$ cat src/rtl/ac97_frame_tx_if.sv
// Codec register-write command channel: one valid/ready handshake carrying a
// single AC'97 register write (address + data).
interface ac97_frame_tx_if;
    logic        cmdValid;
    logic [6:0]  cmdAddr;
    logic [15:0] cmdData;
    logic        cmdReady;

    modport master (output cmdValid, output cmdAddr, output cmdData, input cmdReady);
    modport slave  (input cmdValid, input cmdAddr, input cmdData, output cmdReady);
endinterface

$ cat src/rtl/ac97_frame_tx.sv
// AC'97 output-frame serializer: 256-bit frames with SYNC, tag, one register
// write (slots 1/2) and a shadowed PCM sample duplicated into slots 3/4.
module ac97_frame_tx (
    input  logic           BIT_CLK,
    input  logic           RESET_N,
    input  logic           enable,
    input  logic [19:0]    sampleIn,
    input  logic [10:0]    frameMax,
    ac97_frame_tx_if.slave cmd,
    output logic           SYNC,
    output logic           SDATA_OUT,
    output logic           frame,
    output logic [10:0]    frameCount
);
    localparam logic [7:0] LAST_POS    = 8'd255;
    localparam logic [7:0] SYNC_LEN    = 8'd16;
    localparam logic [7:0] SLOT2_END   = 8'd55;
    localparam logic [7:0] PAYLOAD_LEN = 8'd96;

    logic [7:0]  bitPosReg;
    logic [7:0]  bitPosNext;
    logic [10:0] frameCountReg;
    logic [10:0] frameCountNext;
    logic        firstFrameReg;
    logic [19:0] shadowReg;
    logic        pendValidReg;
    logic [6:0]  pendAddrReg;
    logic [15:0] pendDataReg;
    logic        actValidReg;
    logic [6:0]  actAddrReg;
    logic [15:0] actDataReg;
    logic        syncReg;
    logic        sdataReg;
    logic        frameReg;

    logic        readyInt;
    logic        cmdAccept;
    logic        frameStart;
    logic        slotsDone;
    logic [10:0] frameMaxEff;
    logic [11:0] countInc;
    logic [15:0] tagWord;
    logic [19:0] slot1Word;
    logic [19:0] slot2Word;
    logic [95:0] payloadWord;
    logic [95:0] payloadByPos;
    logic        dataBit;

    assign readyInt     = !pendValidReg && !actValidReg;
    assign cmd.cmdReady = readyInt;
    assign cmdAccept    = cmd.cmdValid && readyInt;

    // Edges that load bitPos = 0 and bitPos = 56 respectively.
    assign frameStart = enable && (bitPosReg == LAST_POS);
    assign slotsDone  = enable && (bitPosReg == SLOT2_END);
    assign bitPosNext = bitPosReg + 8'd1;

    // Compare rather than test equality so a count stranded above a reduced
    // modulus still wraps to zero on its next increment.
    assign frameMaxEff    = (frameMax == 11'd0) ? 11'd1 : frameMax;
    assign countInc       = {1'b0, frameCountReg} + 12'd1;
    assign frameCountNext = (countInc >= {1'b0, frameMaxEff}) ? 11'd0 : countInc[10:0];

    assign tagWord     = {1'b1, actValidReg, actValidReg, 2'b11, 11'd0};
    assign slot1Word   = actValidReg ? {1'b0, actAddrReg, 12'd0} : 20'd0;
    assign slot2Word   = actValidReg ? {actDataReg, 4'd0} : 20'd0;
    assign payloadWord = {tagWord, slot1Word, slot2Word, shadowReg, shadowReg};

    // Re-index the payload so bit position p selects entry p directly.
    genvar gi;
    generate
        for (gi = 0; gi < 96; gi++) begin : g_bitmap
            assign payloadByPos[gi] = payloadWord[95 - gi];
        end
    endgenerate

    assign dataBit = (bitPosNext < PAYLOAD_LEN) ? payloadByPos[bitPosNext[6:0]] : 1'b0;

    always_ff @(posedge BIT_CLK or negedge RESET_N) begin
        if (!RESET_N) begin
            bitPosReg     <= LAST_POS;
            frameCountReg <= 11'd0;
            firstFrameReg <= 1'b1;
            shadowReg     <= 20'd0;
            pendValidReg  <= 1'b0;
            pendAddrReg   <= 7'd0;
            pendDataReg   <= 16'd0;
            actValidReg   <= 1'b0;
            actAddrReg    <= 7'd0;
            actDataReg    <= 16'd0;
            syncReg       <= 1'b0;
            sdataReg      <= 1'b0;
            frameReg      <= 1'b0;
        end else begin
            if (enable) begin
                bitPosReg <= bitPosNext;
                syncReg   <= (bitPosNext < SYNC_LEN);
                sdataReg  <= dataBit;
                frameReg  <= (bitPosNext == LAST_POS);
            end else begin
                syncReg  <= 1'b0;
                sdataReg <= 1'b0;
                frameReg <= 1'b0;
            end

            if (frameStart) begin
                shadowReg     <= sampleIn;
                firstFrameReg <= 1'b0;
                if (!firstFrameReg) begin
                    frameCountReg <= frameCountNext;
                end
            end

            // Promotion uses the pending flag from before this edge, so a
            // command accepted on the frame-start edge waits one more frame.
            if (frameStart && pendValidReg) begin
                actValidReg  <= 1'b1;
                actAddrReg   <= pendAddrReg;
                actDataReg   <= pendDataReg;
                pendValidReg <= 1'b0;
            end else if (slotsDone) begin
                actValidReg <= 1'b0;
            end

            if (cmdAccept) begin
                pendValidReg <= 1'b1;
                pendAddrReg  <= cmd.cmdAddr;
                pendDataReg  <= cmd.cmdData;
            end
        end
    end

    assign SYNC       = syncReg;
    assign SDATA_OUT  = sdataReg;
    assign frame      = frameReg;
    assign frameCount = frameCountReg;
endmodule

$ cat src/flat_wrapper.sv
// flat-port wrapper written by rule: the top's interface ports become plain ports
module ac97_frame_tx_flat 
  (BIT_CLK, RESET_N, enable, sampleIn, frameMax, SYNC, SDATA_OUT, frame, frameCount, cmd_cmdValid, cmd_cmdAddr, cmd_cmdData, cmd_cmdReady);
  ac97_frame_tx_if cmd_i ();
  input  logic BIT_CLK;
  input  logic RESET_N;
  input  logic enable;
  input  logic [19:0] sampleIn;
  input  logic [10:0] frameMax;
  output logic SYNC;
  output logic SDATA_OUT;
  output logic frame;
  output logic [10:0] frameCount;
  input wire logic [$bits(cmd_i.cmdValid)-1:0] cmd_cmdValid;
  input wire logic [$bits(cmd_i.cmdAddr)-1:0] cmd_cmdAddr;
  input wire logic [$bits(cmd_i.cmdData)-1:0] cmd_cmdData;
  output wire logic [$bits(cmd_i.cmdReady)-1:0] cmd_cmdReady;
  assign cmd_i.cmdValid = cmd_cmdValid;
  assign cmd_i.cmdAddr = cmd_cmdAddr;
  assign cmd_i.cmdData = cmd_cmdData;
  assign cmd_cmdReady = cmd_i.cmdReady;
  ac97_frame_tx u_core (.BIT_CLK(BIT_CLK), .RESET_N(RESET_N), .enable(enable), .sampleIn(sampleIn), .frameMax(frameMax), .cmd(cmd_i), .SYNC(SYNC), .SDATA_OUT(SDATA_OUT), .frame(frame), .frameCount(frameCount));
endmodule
$ cat config.mk
export PLATFORM = sky130hd
export DESIGN_NAME = ac97_frame_tx_flat
export DESIGN_NICKNAME = d
export VERILOG_FILES = /design/src/rtl/ac97_frame_tx_if.sv /design/src/rtl/ac97_frame_tx.sv /design/src/flat_wrapper.sv
export SDC_FILE = /design/constraint.sdc
export NUM_CORES = 1
export LEC_CHECK = 0
export CORE_MARGIN = 5
export CORE_UTILIZATION = 55
export DETAILED_ROUTE_END_ITERATION = 6
export PLACE_DENSITY = 0.89
export SYNTH_ARGS = -nofsm -noshare
export SYNTH_HDL_FRONTEND = slang
export SYNTH_SLANG_ARGS = --single-unit
$ cat constraint.sdc
create_clock -name BIT_CLK -period 5.5 [get_ports BIT_CLK]
set_clock_uncertainty 0.2 [all_clocks]
set_input_delay 1.1 -clock BIT_CLK [delete_from_list [all_inputs] [get_ports BIT_CLK]]
set_output_delay 1.1 -clock BIT_CLK [all_outputs]
set_load 0.05 [all_outputs]
Yosys cells after proc, flatten, opt, wreduce, memory -nomap -nowiden
Cells that the tools add are included.
{"block": "word_totals", "ff_bits": 91, "inputBits": 58, "output_inout_bits": 15, "wordCells": 48}
{"block": "op_classes", "n_addsub": 2, "order_cmp": 4, "eq_ne": 3, "muxes": 14, "bitwise": 1, "n_reduce_logical": 11}
{"op": "two-way mux 11 bit", "n": 2}
{"op": "two-way mux 20 bit", "n": 1}
{"op": "two-way mux 19 bit", "n": 1}
{"op": "== test 8 bit (second input constant)", "n": 2}
{"op": "adder 11 x 1 -> 12 bit (second input constant)", "n": 1}
{"op": "greater-or-equal comparator 12 x 11 -> 1 bit", "n": 1}
{"op": "logical NOT 11 bit", "n": 1}
{"op": "two-way mux 1 bit", "n": 9}
{"op": "adder 8 x 1 -> 8 bit (second input constant)", "n": 1}
{"op": "== test 8 x 6 -> 1 bit (second input constant)", "n": 1}
{"op": "less-than comparator 7 x 8 -> 1 bit (second input constant)", "n": 1}
{"op": "less-than comparator 8 x 5 -> 1 bit (second input constant)", "n": 1}
{"op": "less-than comparator 8 x 7 -> 1 bit (second input constant)", "n": 1}
{"op": "binary-select mux 1 bit (select 7 bit)", "n": 1}
{"op": "logical AND 1 bit", "n": 5}
{"op": "nonzero test 2 bit", "n": 2}
{"op": "logical NOT 1 bit", "n": 2}
{"op": "AND reduction 2 bit", "n": 1}
{"op": "NOT 1 bit", "n": 1}

Logic depth before layout (Yosys ltp)
{"block": "logic_depth", "depth_word": 5, "mapped_depth": 13, "ltp_nobuf": 12}

Worst setup path after synthesis
Ideal clock, no wire load.
{"block": "synth_timing", "path_kind": "input to register", "startpoint": "input frameMax[1]", "endpoint": "register u_core.frameCountReg[0], in the netlist u_core.frameCount[0]", "setup_ns": 0.086, "arrival_ns": 2.987, "required_time_ns": 5.214, "slack_ns": 2.227, "path_stages": 10, "path_buffers": 0, "path_cell_list": "nor4_1 > a41o_1 > ha_1 > nand2b_1 > a21oi_1 > o21ai_0 > a2111oi_0 > o21ai_1 > a21o_1 > o21ai_0"}
{"block": "synth_between", "elab_chain_cells": 4}
{"element": "start: declaration", "line": "flat_wrapper.sv:9", "source": "input logic [10:0] frameMax;"}
{"element": "logical NOT 11 bit", "line": "ac97_frame_tx.sv:60", "source": "assign frameMaxEff = (frameMax == 11'd0) ? 11'd1 : frameMax;"}
{"element": "two-way mux 11 bit (*)", "line": "ac97_frame_tx.sv:60"}
{"element": "greater-or-equal comparator 12 x 11 -> 1 bit (*)", "line": "ac97_frame_tx.sv:62", "source": "assign frameCountNext = (countInc >= {1'b0, frameMaxEff}) ? 11'd0 : countInc[10:0];"}
{"element": "two-way mux 11 bit (*)", "line": "ac97_frame_tx.sv:62"}
{"element": "end signal: assignment", "line": "ac97_frame_tx.sv:110", "source": "frameCountReg <= frameCountNext;"}
{"element": "end: declaration", "line": "ac97_frame_tx.sv:22", "source": "logic [10:0] frameCountReg;"}
Every way passes the cells marked *; elsewhere a longest branch is shown, timed or not.
A chain may end at the register's enable or synchronous reset.

Worst setup path after layout
{"block": "layout_timing", "startpoint": "register u_core.bitPosReg[0]", "endpoint": "register u_core.frameCountReg[4], in the netlist u_core.frameCount[4]"}
{"block": "layout_between", "elab_chain_cells": 3}
{"element": "start: declaration", "line": "ac97_frame_tx.sv:20", "source": "logic [7:0] bitPosReg;"}
{"element": "start signal: assignment", "line": "ac97_frame_tx.sv:96", "source": "bitPosReg <= bitPosNext;"}
{"element": "== test 8 bit", "line": "ac97_frame_tx.sv:54", "source": "assign frameStart = enable && (bitPosReg == LAST_POS);"}
{"element": "logical AND 1 bit", "line": "ac97_frame_tx.sv:54"}
{"element": "AND reduction 2 bit (no source line)"}
Every way passes these cells.

==> impl_metrics.env <==
export IMPL_status="complete, no violations"
export IMPL_coreArea_mm2=0.00813
export IMPL_routed_via_density=5.75
export IMPL_slew_headroom_pct=31.0
export IMPL_num_io_pins=73
export IMPL_clockPowerShare_pct=25.5
export IMPL_hold_buffers=0
export IMPL_fin_tns_setup_ns=0
export IMPL_power_switching_uw=565
export IMPL_max_stage_delay_ns=0.85
export IMPL_cts_root_buf="clkbuf_8"
export IMPL_tightest_slew_ns=1.03
export IMPL_grt_pass1_wl_um=16200
export IMPL_hpwlAfterDp_um=7180
export IMPL_syn_mean_instance_area_um2=12.0
export IMPL_swShare_pct=33.4
export IMPL_r2r_start="u_core.bitPosReg[0]"
export IMPL_internal_power_uw=1130
export IMPL_hold_viol_final=0
export IMPL_power_frac_seq_pct=47.6
export IMPL_routedWlPerCell_um=17.6
export IMPL_cp_start_kind="register"
export IMPL_r2r_slack_ns=1.48
export IMPL_required_ns=5.57
export IMPL_place_ws_ns=1.16
export IMPL_antenna_found_initial=0
export IMPL_grt_usage_pct=20.4
export IMPL_arrival_ns=4.09
export IMPL_max_clock_freq_mhz=249
export IMPL_grt_overflow=0
export IMPL_clk_latency_ns=0.35
export IMPL_num_antenna_cells=0
export IMPL_grt_pass1_vias=3383
export IMPL_endpoint_kind="register"
export IMPL_layout_min_cycle_time_ns=4.02
export IMPL_rsz0062_at_grt="false"
export IMPL_ys_seq_area_share_pct=50.2
export IMPL_ant_nets=0
export IMPL_critPathLaunch="u_core.bitPosReg[0]"
export IMPL_area_delta_synth_final_pct=21.2
export IMPL_drive_gt1_share_pct=23.2
export IMPL_drcViolationCount=0
export IMPL_drv_cap=0
export IMPL_r2r_cells=9
export IMPL_syn_cell_area_mm2=0.00456
export IMPL_regToRegEndpoint="u_core.frameCount[4]"
export IMPL_drtIter0Drc=227
export IMPL_layout_nets=517
export IMPL_fin_area_mm2=0.00553
export IMPL_cts_resized_gates=0
export IMPL_cts_made_buffers=9
export IMPL_clock_sinks=91
export IMPL_h_tree_depth=3
export IMPL_path_class="register to register"
export IMPL_synth_seq_cells=91
export IMPL_async_reset_ff_share_pct=100
export IMPL_fin_crit_sh_pct=73.1
export IMPL_holdPathStages=1
export IMPL_cts_tree="built"
export IMPL_p_per_area_mw_per_mm2=306
export IMPL_report_final_slew_viol_count=0
export IMPL_ys_warnings_count=0
export IMPL_final_setup_viol_count=0
export IMPL_ys_top_cells_by_area="dfrtp_1, mux2_2, dfstp_2"
export IMPL_yosysTopAreaCellShare_pct=45.0
export IMPL_comb_power_share_pct=27.0
export IMPL_row_count=33
export IMPL_cts_max_path_buffers=2
export IMPL_cp_max_fo=18
export IMPL_start_util_pct=56.1
export IMPL_port_buffers=72
export IMPL_synth_cell_type_count=49
export IMPL_path_cells="ha_1, nand3_1, nor3_4, buf_4, nand2b_1, a211oi_1, o21ai_1, a21o_1, o21ai_0"
export IMPL_synth_top_area_cell="dfrtp_1"
export IMPL_vias=3188
export IMPL_hp_start="u_core.firstFrameReg"
export IMPL_nFillCells=582
export IMPL_fp_dieW_um=101
export IMPL_grt_max_degree=58
export IMPL_syn_inst=380
export IMPL_leakage_uw=0.00261
export IMPL_fin_ws_ns=1.48
export IMPL_hold_path_class="register to register"
export IMPL_ys_top_cells_by_count="dfrtp_1, mux2_2, nand2_1"
export IMPL_slowest_stage="dfstp_2"
export IMPL_synthesis_nets=452
export IMPL_gp_congestion=0.875
export IMPL_die_h_um=101
export IMPL_dieArea_mm2=0.0102
export IMPL_dpl_cell_area_mm2=0.00535
export IMPL_fin_hold_ws_ns=0.290
export IMPL_dr_pass1_iters=4
export IMPL_finalWirelength_um=9730
export IMPL_synth_flop_cell="dfrtp_1"
export IMPL_ir_drop_v=0.000190
export IMPL_cts_setup_buffers=0
export IMPL_hold_path_endpoint="u_core.firstFrameReg"
export IMPL_cts_clk_slew_worst_paths_ns=0.09
export IMPL_synth_edff_count=0
export IMPL_synth_most_common_cell="dfrtp_1"
==> worst max path at each step <==
stage / to / depth (start not counted)
6_report: u_core.frameCount[4] / 9
5_1_grt: u_core.frameCount[10] / 9
4_1_cts: u_core.frameCount[4] / 9
3_5_place_dp: u_core.frameCount[4] / 9
3_3_place_gp: u_core.frameCount[8] / 9
2_1_floorplan: u_core.frameCount[0] / 10
==> through the flow <==
stage	total power, uW	utilization [%]	cells
floorplan	1130	-	380
global placement	1250	65.7	539
detailed placement	1270	65.7	539
CTS	1700	68.0	554
global route	1780	68.0	554
finish	1690	68.0	554
==> final cells by class <==
cell class	instances	area (um2)	share of cell area, %
multi-input combinational	249	2120	38.3
timing repair buffer	74	733	13.3
tap	105	131	2.38
inverter	20	75.1	1.36
clock buffer	10	128	2.31
clock inverter	5	55.1	0.995
sequential	91	2290	41.4
==> state kept, by name, indices dropped and copies added, names as in the netlist <==
signal and count:
u_core.pendDataReg 16, u_core.pendAddrReg 7, u_core.frame 1, u_core.firstFrameReg 1
u_core.SDATA_OUT 1, u_core.SYNC 1, u_core.shadowReg 20, u_core.actValidReg 1
u_core.frameCount 11, u_core.bitPosReg 8, u_core.actAddrReg 7, u_core.pendValidReg 1
u_core.actDataReg 16
==> worst max-delay path, delay by kind of cell, from the launching register on <==
family	cells	cell delay [ns]
AND/OR/NAND/NOR	3	0.97
buffers and inverters	1	0.33
adder cells (fa/ha/maj)	1	0.57
AO/OA/AOI/OAI	4	1.03
flip-flops	1	0.85
==> layer usage <==
layer | global-route usage [%] | vias up | part of all wire, %
met4 | 7.87 | 0 | 1.8
li1 | - | 1476 | -
met1 | 24.5 | 1592 | 40
met2 | 35.4 | 103 | 52
met3 | 4.78 | 17 | 5.8
met5 | 0 | - | 0
==> cell families after synthesis <==
group / after synthesis / share of synthesized area (%)
flip-flops: 91 / 50.2
AND/OR/NAND/NOR: 86 / 9.10
multiplexers: 80 / 21.9
AO/OA/AOI/OAI: 47 / 6.80
buffers and inverters: 40 / 3.54
XOR/XNOR: 21 / 4.44
adder cells (fa/ha/maj): 15 / 4.06
==> layout by cell type, fill, tap and decap left out, drive strengths merged, types with 2 or more instances in the layout <==
master,instances
mux4,9
nor4,5
mux2,66
nor2,11
nand3,11
nand2b,6
o21ai,12
o21a,4
nand4,5
o211ai,3
dfrtp,82
nand2,36
clkbuf,10
xnor2,13
buf,3
clkinvlp,2
ha,14
nor2b,2
or2,2
a21o,4
xor2,8
dfstp,9
o2111ai,2
mux2i,5
clkinv,2
a21oi,10
inv,20
nor3,2
clkdlybuf4s50,71
a311oi,2
==> power by group through the flow <==
stage / sequential (uW) / clock (uW) / combinational [uW]
after floorplan: 768 / 0 / 358
after global placement: 812 / 0 / 442
after detailed placement: 818 / 0 / 454
after CTS: 804 / 439 / 456
after global routing: 815 / 470 / 496
final: 805 / 431 / 456
No activity file was read; power rests on OpenSTA's default activity.
